## src/rtl/cpu_pkg.sv

```systemverilog
// Shared types and constants for the divide-loop accelerator.
// Holds the sequencer state encoding and the memory cells that receive
// the loop's quotient and residual.
package cpu_pkg;

    typedef enum logic [2:0] {
        IDLE,
        ITER,
        FIX,
        WR_Q,
        WR_R,
        DONE
    } t_div_state;

    localparam logic [15:0] DIV_Q_ADDR = 16'd1;
    localparam logic [15:0] DIV_R_ADDR = 16'd2;

endpackage

```

## src/rtl/div_iter.sv

```systemverilog
// Restoring divider datapath: one quotient bit per step.
// The dividend is loaded into the quotient register and shifted out MSB-first
// into a W+1-bit partial remainder; the shifted-in bits form the quotient.
module div_iter #(
    parameter int W = 16
) (
    input  logic         clk,
    input  logic         rst_n,
    input  logic         load,
    input  logic         step,
    input  logic [W-1:0] a,
    input  logic [W-1:0] b,
    output logic [W-1:0] q,
    output logic [W-1:0] r
);

    logic [W:0]   rem;
    logic [W-1:0] quo;
    logic [W:0]   rem_sh;
    logic [W:0]   diff;

    // Trial subtraction of the divisor from the shifted partial remainder
    always_comb begin
        rem_sh = {rem[W-1:0], quo[W-1]};
        diff   = rem_sh - {1'b0, b};
    end

    // Remainder/quotient registers: load clears the remainder, step restores on borrow
    always_ff @(posedge clk or negedge rst_n) begin
        if (!rst_n) begin
            rem <= '0;
            quo <= '0;
        end else if (load) begin
            rem <= '0;
            quo <= a;
        end else if (step) begin
            if (!diff[W]) begin
                rem <= diff;
                quo <= {quo[W-2:0], 1'b1};
            end else begin
                rem <= rem_sh;
                quo <= {quo[W-2:0], 1'b0};
            end
        end
    end

    assign q = quo;
    assign r = rem[W-1:0];

endmodule

```

## src/rtl/div_seq.sv

```systemverilog
// Divide-loop sequencer: replaces the repeated-subtraction loop with an
// iterative restoring divide, writes k = ceil(a/b) and f = a - k*b to memory,
// loads D with f and redirects the PC past the loop.
// Optional macro DIV_EARLY_TERM_EN: skip the leading-zero iterations of a.
module div_seq
    import cpu_pkg::*;
#(
    parameter int           W      = 16,
    parameter logic [W-1:0] Q_ADDR = W'(DIV_Q_ADDR),
    parameter logic [W-1:0] R_ADDR = W'(DIV_R_ADDR)
) (
    input  logic         Clk,
    input  logic         ResetN,
    input  logic         StartDiv102,
    input  logic [W-1:0] Divident,
    input  logic [W-1:0] Divisor,
    input  logic [W-1:0] ExitPc,
    input  logic         FlushDiv,
    input  logic         MemWrGnt,
    output logic         Stall,
    output logic         Busy,
    output logic         Reject,
    output logic         MemWrReq,
    output logic [W-1:0] MemWrAddr,
    output logic [W-1:0] MemWrData,
    output logic         D_WrEn,
    output logic [W-1:0] D_Data,
    output logic         PcRedirect,
    output logic [W-1:0] JmpTarget,
    output logic         DivDone
);

    localparam int CW = $clog2(W);

    t_div_state          state;
    logic [CW-1:0]       cnt;
    logic [CW-1:0]       cnt_init;
    logic [W-1:0]        b_reg;
    logic [W-1:0]        pc_reg;
    logic signed [W-1:0] f_reg;
    logic [W-1:0]        load_a;
    logic [W-1:0]        q;
    logic [W-1:0]        r;
    logic                operands_ok;
    logic                start_ok;
    logic                rem_nz;

`ifdef DIV_EARLY_TERM_EN
    function automatic int clz(input logic [W-1:0] v);
        int n;
        n = W;
        for (int i = 0; i < W; i++) begin
            if (v[i]) n = W - 1 - i;
        end
        return n;
    endfunction

    // Normalise a so its leading one enters the remainder on the first step
    always_comb begin
        load_a   = Divident << clz(Divident);
        cnt_init = CW'(W - 1 - clz(Divident));
    end
`else
    // Full-width divide: every bit of a passes through the remainder
    always_comb begin
        load_a   = Divident;
        cnt_init = CW'(W - 1);
    end
`endif

    // Both operands must be strictly positive; anything else stays in software
    assign operands_ok = !Divident[W-1] && (Divident != '0) &&
                         !Divisor[W-1]  && (Divisor  != '0);
    assign start_ok    = (state == IDLE) && StartDiv102 && !FlushDiv && operands_ok;
    assign rem_nz      = (r != '0);

    div_iter #(.W(W)) u_iter (
        .clk   (Clk),
        .rst_n (ResetN),
        .load  (start_ok),
        .step  ((state == ITER) && !FlushDiv),
        .a     (load_a),
        .b     (b_reg),
        .q     (q),
        .r     (r)
    );

    // Sequencer FSM with registered outputs; flush wins over every transition
    always_ff @(posedge Clk or negedge ResetN) begin
        if (!ResetN) begin
            state      <= IDLE;
            cnt        <= '0;
            b_reg      <= '0;
            pc_reg     <= '0;
            f_reg      <= '0;
            Stall      <= 1'b0;
            Busy       <= 1'b0;
            Reject     <= 1'b0;
            MemWrReq   <= 1'b0;
            MemWrAddr  <= '0;
            MemWrData  <= '0;
            D_WrEn     <= 1'b0;
            D_Data     <= '0;
            PcRedirect <= 1'b0;
            JmpTarget  <= '0;
            DivDone    <= 1'b0;
        end else begin
            Reject     <= 1'b0;
            D_WrEn     <= 1'b0;
            D_Data     <= '0;
            PcRedirect <= 1'b0;
            JmpTarget  <= '0;
            DivDone    <= 1'b0;
            if (FlushDiv) begin
                state     <= IDLE;
                Stall     <= 1'b0;
                Busy      <= 1'b0;
                MemWrReq  <= 1'b0;
                MemWrAddr <= '0;
                MemWrData <= '0;
            end else begin
                case (state)
                    IDLE: begin
                        if (StartDiv102) begin
                            if (operands_ok) begin
                                state  <= ITER;
                                cnt    <= cnt_init;
                                b_reg  <= Divisor;
                                pc_reg <= ExitPc;
                                Stall  <= 1'b1;
                                Busy   <= 1'b1;
                            end else begin
                                Reject <= 1'b1;
                            end
                        end
                    end
                    ITER: begin
                        if (cnt == '0) state <= FIX;
                        else           cnt   <= cnt - 1'b1;
                    end
                    FIX: begin
                        // Ceiling correction: a non-zero remainder means one more subtraction
                        state     <= WR_Q;
                        MemWrReq  <= 1'b1;
                        MemWrAddr <= Q_ADDR;
                        MemWrData <= rem_nz ? q + 1'b1 : q;
                        f_reg     <= rem_nz ? $signed(r - b_reg) : '0;
                    end
                    WR_Q: begin
                        if (MemWrGnt) begin
                            state     <= WR_R;
                            MemWrAddr <= R_ADDR;
                            MemWrData <= f_reg;
                        end
                    end
                    WR_R: begin
                        if (MemWrGnt) begin
                            state      <= DONE;
                            MemWrReq   <= 1'b0;
                            MemWrAddr  <= '0;
                            MemWrData  <= '0;
                            DivDone    <= 1'b1;
                            D_WrEn     <= 1'b1;
                            D_Data     <= f_reg;
                            PcRedirect <= 1'b1;
                            JmpTarget  <= pc_reg;
                        end
                    end
                    DONE: begin
                        state <= IDLE;
                        Stall <= 1'b0;
                        Busy  <= 1'b0;
                    end
                    default: state <= IDLE;
                endcase
            end
        end
    end

endmodule

```

## config.mk

```make
export PLATFORM = sky130hd
export DESIGN_NAME = div_seq
export DESIGN_NICKNAME = d
export VERILOG_FILES = /design/src/rtl/cpu_pkg.sv /design/src/rtl/div_iter.sv /design/src/rtl/div_seq.sv
export SDC_FILE = /design/constraint.sdc
export NUM_CORES = 1
export LEC_CHECK = 0
export CORE_UTILIZATION = 40
export CTS_CLUSTER_SIZE = 20
export DETAILED_ROUTE_END_ITERATION = 10
export SYNTH_ARGS = -nofsm -noshare
export SYNTH_HDL_FRONTEND = slang
export SYNTH_SLANG_ARGS = --single-unit
```

## constraint.sdc

```tcl
create_clock -name Clk -period 3.05 [get_ports Clk]
set_input_delay 0.61 -clock Clk [delete_from_list [all_inputs] [get_ports Clk]]
set_output_delay 0.61 -clock Clk [all_outputs]
set_load 0.1 [all_outputs]
```

==> results of run 1 <==
[through the flow]
stage               hold slack, ps  cell area (sq um)  setup WS, ps
finish                         177               9160           125
global route                   216               9160          5.02
CTS                            193               9150           138
detailed placement             461               8580          -282
global placement               455               8580          -265
floorplan                      314               7410           243
[logic make-up after synthesis]
family	synth area share
DFF	0.479
muxes	0.0328
other	0.000509
xor gates and xnor gates	0.0440
and+or+nand+nor	0.155
buffers and inverters	0.0559
AOI/OAI and AO/OA	0.171
adders and majority gates	0.0615
[report_power, final]
part | switching (mW) | internal, mW | total, mW
Combinational | 0.808 | 0.571 | 1.38
Clock | 0.838 | 1.12 | 1.96
Sequential | 0.207 | 2.09 | 2.29
[cells in the mapped netlist, types with 2 or more instances]
| master | number |
|---|---|
| dfrtp_1 | 141 |
| nand2_1 | 97 |
| o21ai_0 | 48 |
| nor2_1 | 43 |
| and2_1 | 34 |
| ha_1 | 33 |
| inv_1 | 33 |
| a22oi_1 | 31 |
| clkbuf_1 | 24 |
| a21oi_1 | 20 |
| xor2_1 | 19 |
| nand3_1 | 18 |
| xnor2_1 | 18 |
| buf_4 | 17 |
| mux2_2 | 17 |
| o22ai_1 | 13 |
| nor3_1 | 12 |
| a21o_1 | 11 |
| nor4_1 | 11 |
| a22o_1 | 9 |
| o21ai_1 | 9 |
| and3_1 | 7 |
| nand4_1 | 6 |
| buf_2 | 5 |
| mux2i_1 | 5 |
| nor2b_1 | 5 |
| o21a_1 | 5 |
| a211oi_1 | 4 |
| o21bai_1 | 4 |
| o31ai_1 | 4 |
| a21oi_2 | 3 |
| a31oi_1 | 3 |
| o211ai_1 | 3 |
| a2111oi_0 | 2 |
| a21boi_0 | 2 |
| a21o_2 | 2 |
| and4_1 | 2 |
| buf_1 | 2 |
| buf_6 | 2 |
| fa_1 | 2 |
| nand2b_1 | 2 |
| o41ai_1 | 2 |
| or4_1 | 2 |
[area by class of cell]
type	instances	area (sq um)
clock buffers	20	467
inverters	33	124
repair buffers	133	1170
flip-flops and latches	141	3530
fillers	1617	8870
multi-input cells	538	3480
well taps	229	287
clock inverters	12	104
[critical path: stages]
cell and delay (ps):
clkdlybuf4s50_1 550, nor4_1 90, nand4_1 170, nand2_1 80
nor3_1 610, and4_2 450, buf_4 280, mux2_2 360
[final timing paths]
check                                       endpoint                startpoint  slack [ps]
min in group Clk             JmpTarget[11]$_DFF_PN0_    pc_reg[11]$_DFFE_PN0P_         460
hold / removal                JmpTarget[6]$_DFF_PN0_                    ResetN         180
hold reg to reg              JmpTarget[11]$_DFF_PN0_    pc_reg[11]$_DFFE_PN0P_         460
setup / recovery              pc_reg[13]$_DFFE_PN0P_               Divident[0]         130
setup reg to reg           u_iter.rem[3]$_DFFE_PN0P_  u_iter.q[15]$_DFFE_PN0P_         220
max in group asynchronous   u_iter.q[10]$_DFFE_PN0P_                    ResetN        2170
[layout by cell type, fill, tap and decap left out, drive strengths merged, types with 4 or more instances in the layout]
cell type,Yosys,final
mux2i,5,5
a21oi,23,23
dfrtp,141,141
clkdlybuf4s50,0,51
a21o,13,13
o22ai,14,14
buf,27,82
nand2,97,97
inv,33,37
nor2,43,43
mux2,17,17
a22oi,31,31
a211oi,5,5
clkbuf,24,20
o21bai,4,4
and3,7,7
xor2,19,19
conb,1,14
and2,34,34
nor4,11,11
ha,33,33
a22o,9,9
nand4,6,6
clkinv,0,5
o31ai,4,4
o21ai,57,57
o21a,5,5
xnor2,18,18
nor3,12,12
nand3,18,18
nor2b,5,5
[layer usage]
| metal | GRT usage | wire length [um] | vias up |
|---|---|---|---|
| met1 | 0.276 | 8480 | 2820 |
| met5 | 0 | 0 | - |
| met3 | 0.0445 | 1090 | 8 |
| met4 | 0.0488 | 128 | 0 |
| li1 | - | - | 2846 |
| met2 | 0.310 | 8550 | 201 |
==> key figures, run 1 <==
Critical path
  • Critical path endpoint category: register
  • CP max FO: 16
  • WP data arrival: 3220 ps
  • Crit Path Class: primary input to register
  • Startpoint types: primary input
  • R2R cell count: 13
  • CP required: around 3400 ps

Placement
  • Buffers on Ports: 109
  • Dpl cells: about 1100
  • HPWL Detailed: between 10 and 15 mm
  • Final Wtd Congestion: 0.860

Drt
  • DR vias: 5875
  • DRC: 0
  • DR vias/cell: 5.31
  • Number of DRC markers in iteration 0: between 400 and 500
  • Router iterations before antenna repair: 8
  • Drt total wl: approximately 18 mm
  • Post-route ant nets: 0
  • WL per Instance: roughly 16 um

GRT
  • Initial antenna violation count: 0
  • GRT Util Overall: 0.198
  • Vias in the first global route: 5521
  • First-pass GRT wire length: roughly 29 mm
  • Largest net degree at the start of global routing: 64
  • GRT overflow: 0

Die
  • Die area: between 0.015 and 0.02 sq mm
  • Row cnt: 49
  • I/O pin cnt: around 120
  • Die width: around 140 um
  • Initial Utilization: 0.408
  • Core area: roughly 0.018 sq mm
  • Chip height: 138 um

Synthesis
  • Synth top area share: 0.479
  • Syn avg cell area: between 9 and 10 sq um
  • Sequential share of the synthesized area: 0.479
  • Top cells by area, synth: dfrtp_1, ha_1, nand2_1
  • Main synth FF type: dfrtp_1
  • Leading area contributor after synthesis: dfrtp_1
  • Netlist cell types: between 60 and 70
  • Warnings, synthesis: 0
  • Post-Syn Instances: 750
  • Synthesized area: approximately 0.0074 sq mm
  • Post-synth EDFFs: 0
  • Seq cells post-synth: 141
  • Async set-or-reset flop fraction in the synthesized netlist: 1.00

Clock tree
  • CTS buffer count: 17
  • Clk slew on worst S/H paths: around 60 ps
  • Sink Count: between 100 and 150
  • Hold_buf cts: 0
  • Clock root cell: clkbuf_16
  • Buffer levels on the longest clock path: 2
  • Worst skew pair latency: around 420 ps
  • TritonCTS clock tree: yes
  • Htree depth: 4
  • Setup Fix Bufs, Post-CTS: 0
  • Number of gates resized after cts: 0

Run
  • Max-cap violation count: 0

STA
  • Relative slew slack: 0.472
  • Worst Tran Pin Value: between 700 and 800 ps
  • RSZ-0062 raised after global routing: no
  • Setup_tns: 0 ps
  • Final period util: 0.959
  • Count of final setup violators: 0
  • Fin. Hold Viols: 0
  • Final min period: 2920 ps
  • Post-Route Skew: between 8 and 9 ps
  • Slew Viols, Final: 0
  • Fmax: ~340 MHz

Power and ir drop
  • Tot Pwr: approximately 5.6 mW
  • Max rail drop VDD: between 0.0005 and 0.0006 V
  • Pwr/cell area: 615 mW/mm^2
  • Leak pwr: roughly 4.3 nW

Finish
  • Area Growth Syn to Fin: 24.4%
  • Core Util, Final: 0.508
  • Fin nets: approximately 950
  • Layout cell share with drive strength beyond 1: 0.164
  • Final non-filler cell total: around 1100
  • Antenna diodes: 0

Run status
  • Status: completed

Hold path
  • Hold Crit Class: primary input to asynchronous set/reset pin
Note: power is estimated with default switching activity, not from simulation.
==> run 2, diff against run 1 <==
--- a/config.mk
+++ b/config.mk
@@ -5,6 +5,7 @@
 export SDC_FILE = /design/constraint.sdc
 export NUM_CORES = 1
 export LEC_CHECK = 0
+export CAP_MARGIN = 30
 export CORE_UTILIZATION = 40
 export CTS_CLUSTER_SIZE = 20
 export DETAILED_ROUTE_END_ITERATION = 10
==> results of run 2 <==
No change in the layout: final DEF, timing and power equal those of run 1.
==> run 3, diff against run 2 <==
--- a/config.mk
+++ b/config.mk
@@ -9,6 +9,7 @@
 export CORE_UTILIZATION = 40
 export CTS_CLUSTER_SIZE = 20
 export DETAILED_ROUTE_END_ITERATION = 10
+export GPL_TIMING_DRIVEN = 0
 export SYNTH_ARGS = -nofsm -noshare
 export SYNTH_HDL_FRONTEND = slang
 export SYNTH_SLANG_ARGS = --single-unit
==> run 3 against run 2 <==
  * Sequential cell count unchanged
  * Critical path depth up 6
  * Via count up 1.9%
  * Clock skew up 2.0 ps
  * Combinational power up 4%
  * Critical endpoint is now u_iter.rem[1]$_DFFE_PN0P_
  * Global-route usage up 1.1 points
  * Highest routed layer unchanged
  * Routed wire length up 5.0%
==> key figures, run 3 (synthesis gave the netlist of run 1 again) <==
STA
  • RSZ-0062 raised after global routing: yes
  • Final period util: 0.966
  • WHS: ~90 ps
  • Slew Viols, Final: 0
  • Final setup margin: between 100 and 150 ps
  • Setup_tns: 0 ps
  • Fmax: about 340 MHz
  • Relative slew slack: 0.310
  • Worst Tran Pin Value: a little over 1000 ps
  • Count of final setup violators: 0
  • Final min period: approximately 3000 ps
  • Post-Route Skew: between 10 and 15 ps
  • Fin. Hold Viols: 0

Finish
  • Final non-filler cell total: about 1100
  • Area of the multi-input gates: 0.00351 sq mm
  • Fin nets: 986
  • Final Cell Area: between 0.009 and 0.01 sq mm
  • Most frequent cells in the layout: dfrtp_1, clkdlybuf4s50_1, nand2_1
  • # fillers: 1675
  • Register area: approximately 0.0035 sq mm
  • Antenna diodes: 0
  • Most common cell after layout, fill and taps aside: dfrtp_1
  • Area Growth Syn to Fin: 28.6%
  • Core Util, Final: 0.525
  • Layout cell share with drive strength beyond 1: 0.116

Clock tree
  • Clk slew on worst S/H paths: around 70 ps
  • TritonCTS clock tree: yes
  • CTS buffer count: 17
  • Hold_buf cts: 0
  • Htree depth: 4
  • Clock root cell: clkbuf_16
  • Buffer levels on the longest clock path: 2
  • Worst skew pair latency: approximately 430 ps
  • Sink Count: 141

GRT
  • Initial antenna violation count: 0
  • Largest net degree at the start of global routing: about 100
  • GRT overflow: 0
  • Vias in the first global route: approximately 5500
  • GRT Util Overall: 0.209
  • First-pass GRT wire length: slightly below 30 mm

Critical path
  • Crit Reg-Reg Endpoint: u_iter.rem[1]$_DFFE_PN0P_
  • Crit Path Class: register to register
  • Flop-to-flop setup slack: about 100 ps
  • R2R cell count: 14
  • WP data arrival: 3220 ps
  • CP max FO: 10
  • Most common cell on crit path: a21oi_2
  • Critical path endpoint category: register
  • Max incr delay on CP: 390 ps
  • R2R Path Start: u_iter.q[15]$_DFFE_PN0P_
  • CP required: between 3000 and 4000 ps
  • Crit path cell chain: inv_2, ha_1, inv_1, fa_2, a211oi_2, o21ai_1, a21oi_2, a21oi_2, and4b_1, a311o_1, buf_6, buf_6, a21oi_2, o22ai_1
  • CP max-delay cell: dfrtp_1
  • Startpoint types: register

Die
  • Die width: between 100 and 150 um
  • Row cnt: 49
  • Chip height: roughly 140 um
  • I/O pin cnt: approximately 120
  • Initial Utilization: 0.408
  • Core area: between 0.015 and 0.02 sq mm
  • Die area: roughly 0.019 sq mm

Drt
  • Post-route ant nets: 0
  • WL per Instance: 16.8 um
  • Number of DRC markers in iteration 0: 421
  • DR vias/cell: ~5.3
  • DRC: 0
  • Drt total wl: 19.2 mm
  • Router iterations before antenna repair: 5
  • DR vias: between 5000 and 6000

Power and ir drop
  • Leak pwr: approximately 4.3 nW
  • Pwr/cell area: 602 mW/mm^2
  • Tot Pwr: around 5.7 mW
  • Max rail drop VDD: between 0.0004 and 0.0005 V

Placement
  • Place WS: -668 ps
  • Buffers on Ports: 108
  • Dpl cells: around 1100
  • Placed inst area: roughly 0.009 sq mm
  • Final Wtd Congestion: approximately 0.90
  • HPWL Detailed: approximately 14 mm

Run status
  • Status: completed

Run
  • Max-cap violation count: 0

Hold path
  • Hold Crit Class: primary input to asynchronous set/reset pin
run 3: cell types whose count changed in the layout (fill, tap and decap cells not counted), sizes merged:
cell           previous run  this run
clkbuf                   20        43
inv                      37        40
clkinv                    5         3
clkinvlp                  3         4
buf                      82        35
clkdlybuf4s50            51       107
run 3: worst max-delay path, delay by kind of cell, from the launching register on:
family	cells	cell delay, ps
fa+ha+maj	2	530
compound gates	7	1240
flops	1	390
simple gates	1	190
buf+inv	4	430
run 3: worst max-delay path by stage:
stage / startpoint / to / slack [ps] / cells past startpoint
after floorplan: u_iter.q[15]$_DFFE_PN0P_ / u_iter.rem[3]$_DFFE_PN0P_ / 240 / 14
after global placement: ResetN / u_iter.q[11]$_DFFE_PN0P_ / -4390 / 1
after detailed placement: Divident[5] / u_iter.rem[8]$_DFFE_PN0P_ / -670 / 10
after CTS: u_iter.q[15]$_DFFE_PN0P_ / u_iter.rem[0]$_DFFE_PN0P_ / 10 / 14
after global routing: u_iter.q[15]$_DFFE_PN0P_ / u_iter.rem[1]$_DFFE_PN0P_ / -20 / 14
final: u_iter.q[15]$_DFFE_PN0P_ / u_iter.rem[1]$_DFFE_PN0P_ / 100 / 14
run 3: where the power goes:
part,internal [mW],switching (mW),leakage (nW)
Sequential,2.08,0.193,1.86
Clock,1.09,0.902,0.267
Combinational,0.596,0.833,2.17
Total,3.77,1.93,4.30
run 3: timing repair:
item                       CTS  global route
setup endpoints to repair   42            31
pin swaps                    2             4
buffers inserted             2             4
gates resized for setup      5            11
run 3: area by class of cell:
class / instances / area share
Sequential cell: 141 / 0.373
Multi-Input combinational cell: 538 / 0.371
Tap cell: 229 / 0.0303
Inverter: 33 / 0.0131
Clock buffer: 18 / 0.0464
Timing Repair Buffer: 116 / 0.123
Clock inverter: 14 / 0.0134
Buffer: 51 / 0.0308
run 3: layer usage:
| layer | vias to the layer above | track usage | share of wire |
|---|---|---|---|
| met5 | - | 0 | 0 |
| met4 | 0 | 0.0513 | 0.0080 |
| met3 | 16 | 0.0434 | 0.049 |
| met2 | 171 | 0.337 | 0.47 |
| met1 | 2892 | 0.285 | 0.47 |
| li1 | 2907 | - | - |
